[src/rtl/fsm_equiv_sequencer.sv]
// rtl/fsm_equiv_sequencer.sv - side-by-side equivalence sequencer for two Moore FSMs

// 8-bit Fibonacci LFSR that produces the shared stimulus bit
module fsm_equiv_lfsr (
  input  logic       clk,
  input  logic       reset,
  input  logic       load,
  input  logic [7:0] seed,
  input  logic       step,
  output logic [7:0] value
);

  // Load a non-zero seed on request, otherwise advance when stepping
  always_ff @(posedge clk or posedge reset) begin
    if (reset) begin
      value <= 8'h01;
    end else if (load) begin
      value <= (seed == 8'h00) ? 8'h01 : seed;
    end else if (step) begin
      value <= {value[6:0], value[7] ^ value[5] ^ value[4] ^ value[3]};
    end
  end

endmodule

// Holds both FSMs in reset, runs them on a common stimulus and tallies mismatches
module fsm_equiv_sequencer #(
  parameter  int LEN          = 64,
  parameter  bit STOP_ON_FAIL = 1'b0,
  localparam int IDX_W        = $clog2(LEN),
  localparam int CNT_W        = $clog2(LEN + 1)
) (
  input  logic             clk,
  input  logic             reset,
  input  logic             start,
  input  logic [7:0]       seed,
  input  logic             y_a,
  input  logic             y_b,
  output logic             x,
  output logic             dut_reset,
  output logic             busy,
  output logic             done,
  output logic             pass,
  output logic [CNT_W-1:0] mismatch_cnt,
  output logic [IDX_W-1:0] first_fail
);

  localparam logic [IDX_W-1:0] LAST_IDX = IDX_W'(LEN - 1);

  typedef enum logic [1:0] {
    S_IDLE,
    S_RST,
    S_RUN,
    S_DONE
  } state_t;

  state_t           state;
  state_t           state_nxt;
  logic [7:0]       lfsr;
  logic [IDX_W-1:0] idx;
  logic             fail_seen;
  logic             accept;
  logic             mismatch;
  logic             finish;

  // The compare looks at the current cycle's y; both FSMs are Moore so this
  // covers their reset-state outputs at RUN index 0.
  assign mismatch = (state == S_RUN) && (y_a != y_b);
  assign finish   = (idx == LAST_IDX) || (STOP_ON_FAIL && mismatch);

  fsm_equiv_lfsr u_lfsr (
    .clk   (clk),
    .reset (reset),
    .load  (accept),
    .seed  (seed),
    .step  (state == S_RUN),
    .value (lfsr)
  );

  // State register
  always_ff @(posedge clk or posedge reset) begin
    if (reset) begin
      state <= S_IDLE;
    end else begin
      state <= state_nxt;
    end
  end

  // Next-state and state-decoded outputs; start is only honoured in IDLE/DONE
  always_comb begin
    state_nxt = state;
    accept    = 1'b0;
    dut_reset = 1'b0;
    busy      = 1'b0;
    done      = 1'b0;
    case (state)
      S_IDLE: begin
        dut_reset = 1'b1;
        if (start) begin
          accept    = 1'b1;
          state_nxt = S_RST;
        end
      end
      S_RST: begin
        dut_reset = 1'b1;
        busy      = 1'b1;
        state_nxt = S_RUN;
      end
      S_RUN: begin
        busy = 1'b1;
        if (finish) begin
          state_nxt = S_DONE;
        end
      end
      S_DONE: begin
        done = 1'b1;
        if (start) begin
          accept    = 1'b1;
          state_nxt = S_RST;
        end
      end
      default: begin
        state_nxt = S_IDLE;
      end
    endcase
  end

  // Run index, mismatch tally and first failing index; cleared when a run is accepted
  always_ff @(posedge clk or posedge reset) begin
    if (reset) begin
      idx          <= '0;
      mismatch_cnt <= '0;
      first_fail   <= '0;
      fail_seen    <= 1'b0;
    end else if (accept) begin
      idx          <= '0;
      mismatch_cnt <= '0;
      first_fail   <= '0;
      fail_seen    <= 1'b0;
    end else if (state == S_RUN) begin
      if (mismatch) begin
        mismatch_cnt <= mismatch_cnt + CNT_W'(1);
        if (!fail_seen) begin
          first_fail <= idx;
          fail_seen  <= 1'b1;
        end
      end
      if (!finish) begin
        idx <= idx + IDX_W'(1);
      end
    end
  end

  assign x    = lfsr[0];
  assign pass = done && (mismatch_cnt == '0);

endmodule

[config.mk]
export PLATFORM = sky130hd
export DESIGN_NAME = fsm_equiv_sequencer
export DESIGN_NICKNAME = d
export VERILOG_FILES = /design/src/rtl/fsm_equiv_sequencer.sv
export SDC_FILE = /design/constraint.sdc
export NUM_CORES = 1
export LEC_CHECK = 0
export CORE_MARGIN = 2
export CORE_UTILIZATION = 55
export DETAILED_ROUTE_END_ITERATION = 6
export GPL_ROUTABILITY_DRIVEN = 0
export PLACE_DENSITY_LB_ADDON = 0.3
export SYNTH_ARGS = -nofsm -noshare
export SYNTH_HDL_FRONTEND = slang
export SYNTH_HIERARCHICAL = 1
export SYNTH_SLANG_ARGS = --single-unit
[constraint.sdc]
create_clock -name clk -period 6.6 [get_ports clk]
set_clock_uncertainty 0.2 [all_clocks]
set_input_delay 1.65 -clock clk [delete_from_list [all_inputs] [get_ports clk]]
set_output_delay 1.65 -clock clk [all_outputs]
set_load 0.03 [all_outputs]
==> key figures <==
Clock tree
  – TritonCTS buffer count: 5
  – CTS clk-pin slew, worst paths: 100 ps
  – CTS Hold Bufs: 0
  – Post-CTS Setup Bufs: 0
  – Clock root buffer master: clkbuf_4
  – Cts repair resizes: 0
  – CTS tree: yes
  – Clock Latency Late Sink: 340 ps
  – CTS max path bufs: 2
  – H-tree Lvls: 2
  – # clock sinks: 30

Die
  – Rows: 19
  – Ports: 31
  – Die Height: 57.33 um
  – Initial Utilization: 57.21%
  – Die width: 57.33 um
  – Placeable Area: 2734 um^2
  – Area of the die: 3286 um^2

Synth
  – Asr flop ratio synth: 100.0%
  – Syn Std Cell Area: 1564 um^2
  – Synth top area share: 46.40%
  – Sequential area share after synthesis: 48.08%
  – Flop and latch count out of synthesis: 30
  – EDFF count, synth: 0
  – Top cells by count, synth: 29 x dfrtp_1, 19 x nor2_1, 15 x mux2i_1, 11 x nand2_1
  – Synth area leaders: dfrtp_1 46%, mux2i_1 9.6%, ha_1 7.2%
  – Most frequent cell after synthesis: dfrtp_1
  – Most area-hungry cell type in the Yosys netlist: dfrtp_1
  – Ys flop type: dfrtp_1
  – Synthesized area per cell: 10.16 um^2
  – Ys Warns: 6
  – Post-Syn Nets: 176
  – Synth unique cells: 29
  – Synth Instances: 154

Global route
  – Largest net degree at the start of global routing: 38
  – Total congestion overflow: 0
  – Antenna violations before repair: 0
  – Vias in the first global route: 1242
  – Total GRT Usage: 21.07%
  – First-pass GRT wire length: 5.257 mm

STA
  – RSZ-0062 raised after global routing: false
  – Endpoints failing hold: 0
  – Final setup violation count: 0
  – Setup TNS: 0 ps
  – WHS: 327.2 ps
  – Worst slew pin tran: 831.5 ps
  – Final worst slack: 2760 ps
  – FMAX: 260.4 MHz
  – Relative slew slack: 44.51%
  – Slew Viols, Final: 0
  – Final worst path period share: 58.18%
  – Clock period minus worst slack: 3840 ps

Placed design
  – Placed cell count: 212
  – Post-place setup slack: 3130 ps
  – I/O Buffers: 30
  – DP HPWL: 2.142 mm

Setup path
  – Startpoint type of the worst setup path: flop
  – Type of the worst setup path: reg -> out
  – Crit path max fanout: 5
  – Crit-path cells: inv_1 > ha_1 > nand3_1 > nor4_1 > clkdlybuf4s50_1
  – WP buf/inv: 2
  – Crit path DAT: 1990 ps
  – CP delay by family, top: buffers and inverters
  – CP max stage delay: 710 ps
  – Crit-path slowest cell: clkdlybuf4s50_1
  – Critical path endpoint category: primary output
  – Critical path required time: 4750 ps

Power
  – VDD IR max: 0.0003138 V
  – Total Power: 784.7 uW
  – Cell Pwr Density: 390.8 nW/um^2
  – P_leak: 0.8578 nW

Finish
  – NumNets Final: 210
  – Layout cell share with drive strength beyond 1: 7.937%
  – Area growth from synthesis to layout: 28.40%
  – Finished Layout Cells: 220
  – # fillers: 209
  – Ant. Diodes: 0

Job
  – Max Cap Violations: 0

Routing
  – Drt first pass iters: 5
  – Drt total wl: 3.103 mm
  – Detail Route Antenna Nets: 0
  – Drt first-iter violations: 48
  – WL/cell: 14.10 um
  – Vias per cell: 5.605
  – Via count: 1233
  – Drt drc: 0

Status
  – Status: completed

Worst hold path
  – Hold Path Class: reg -> reg
-- report_power, final --
part	internal, mW	leakage [nW]	switching (mW)
Combinational	0.137	0.404	0.188
Clock	0.128	0.0585	0.0662
Sequential	0.229	0.395	0.0367
-- kinds of logic (layout without fill, tap and decap cells) --
group / count (synthesis) / after routing / share of synthesized area [%]
flip-flops: 30 / 30 / 48.08
adder cells (fa/ha/maj): 9 / 9 / 7.200
XOR/XNOR: 11 / 11 / 6.641
AO/OA/AOI/OAI: 22 / 22 / 8.721
AND/OR/NAND/NOR: 53 / 53 / 16.32
buffers and inverters: 14 / 49 / 3.440
multiplexers: 15 / 15 / 9.600
-- layout by cell type, fill, tap and decap left out, types with 6 or more instances in the layout --
master and instances:
nand2_1 11, mux2i_1 15, ha_1 9, dfrtp_1 29, inv_1 10, clkdlybuf4s50_1 30, xnor2_1 7, nor2_1 19
nor3_1 6, o21ai_0 10
-- per-layer routing --
layer / GRT usage, % / vias to the layer above / part of all wire [%]
met4: 12.29 / 0 / 2.7
met1: 26.47 / 593 / 46
met5: 0 / - / 0
li1: - / 598 / -
met3: 5.442 / 9 / 4.3
met2: 33.00 / 33 / 47
-- stage by stage --
stage	cell area [um^2]	utilization, %
2_1_floorplan	1564	-
3_5_place_dp	1897	69.38
3_3_place_gp	1897	69.38
6_report	2008	73.46
4_1_cts	2008	73.46
5_1_grt	2008	73.46
-- layout make-up --
| class | count | area [um^2] | area share, % |
|---|---|---|---|
| clock buffers | 6 | 51.30 | 2.555 |
| clock inverters | 2 | 60.06 | 2.991 |
| flip-flops and latches | 30 | 752.0 | 37.45 |
| well taps | 31 | 38.79 | 1.931 |
| multi-input cells | 110 | 760.7 | 37.88 |
| repair buffers | 31 | 307.8 | 15.33 |
| inverters | 10 | 37.54 | 1.869 |
-- state kept, by name (all words and copies together), names as in the netlist --
name          count
u_lfsr/value      8
mismatch_cnt      7
first_fail        6
idx               6
state             2
fail_seen         1
-- worst reg2reg max path, cell delays in order, from the launching register on --
cell     delay [ps]
dfrtp_1         430
inv_1           130
ha_1            530
nand2_2         240
nor3_4          440
mux2i_1         240
nor2_1           50
-- worst paths after layout --
check	from	end	slack (ps)	cells past startpoint
min reg2reg	first_fail[0]	first_fail[0]	330	2
max in group asynchronous	reset	first_fail[1]	4070	2
max reg2reg	state[0]	first_fail[2]	4200	6
max	mismatch_cnt[0]	pass	2760	5
min in group asynchronous	reset	u_lfsr/value[4]	1370	2
min	first_fail[0]	first_fail[0]	330	2
Note: power is estimated with default switching activity, not from simulation.
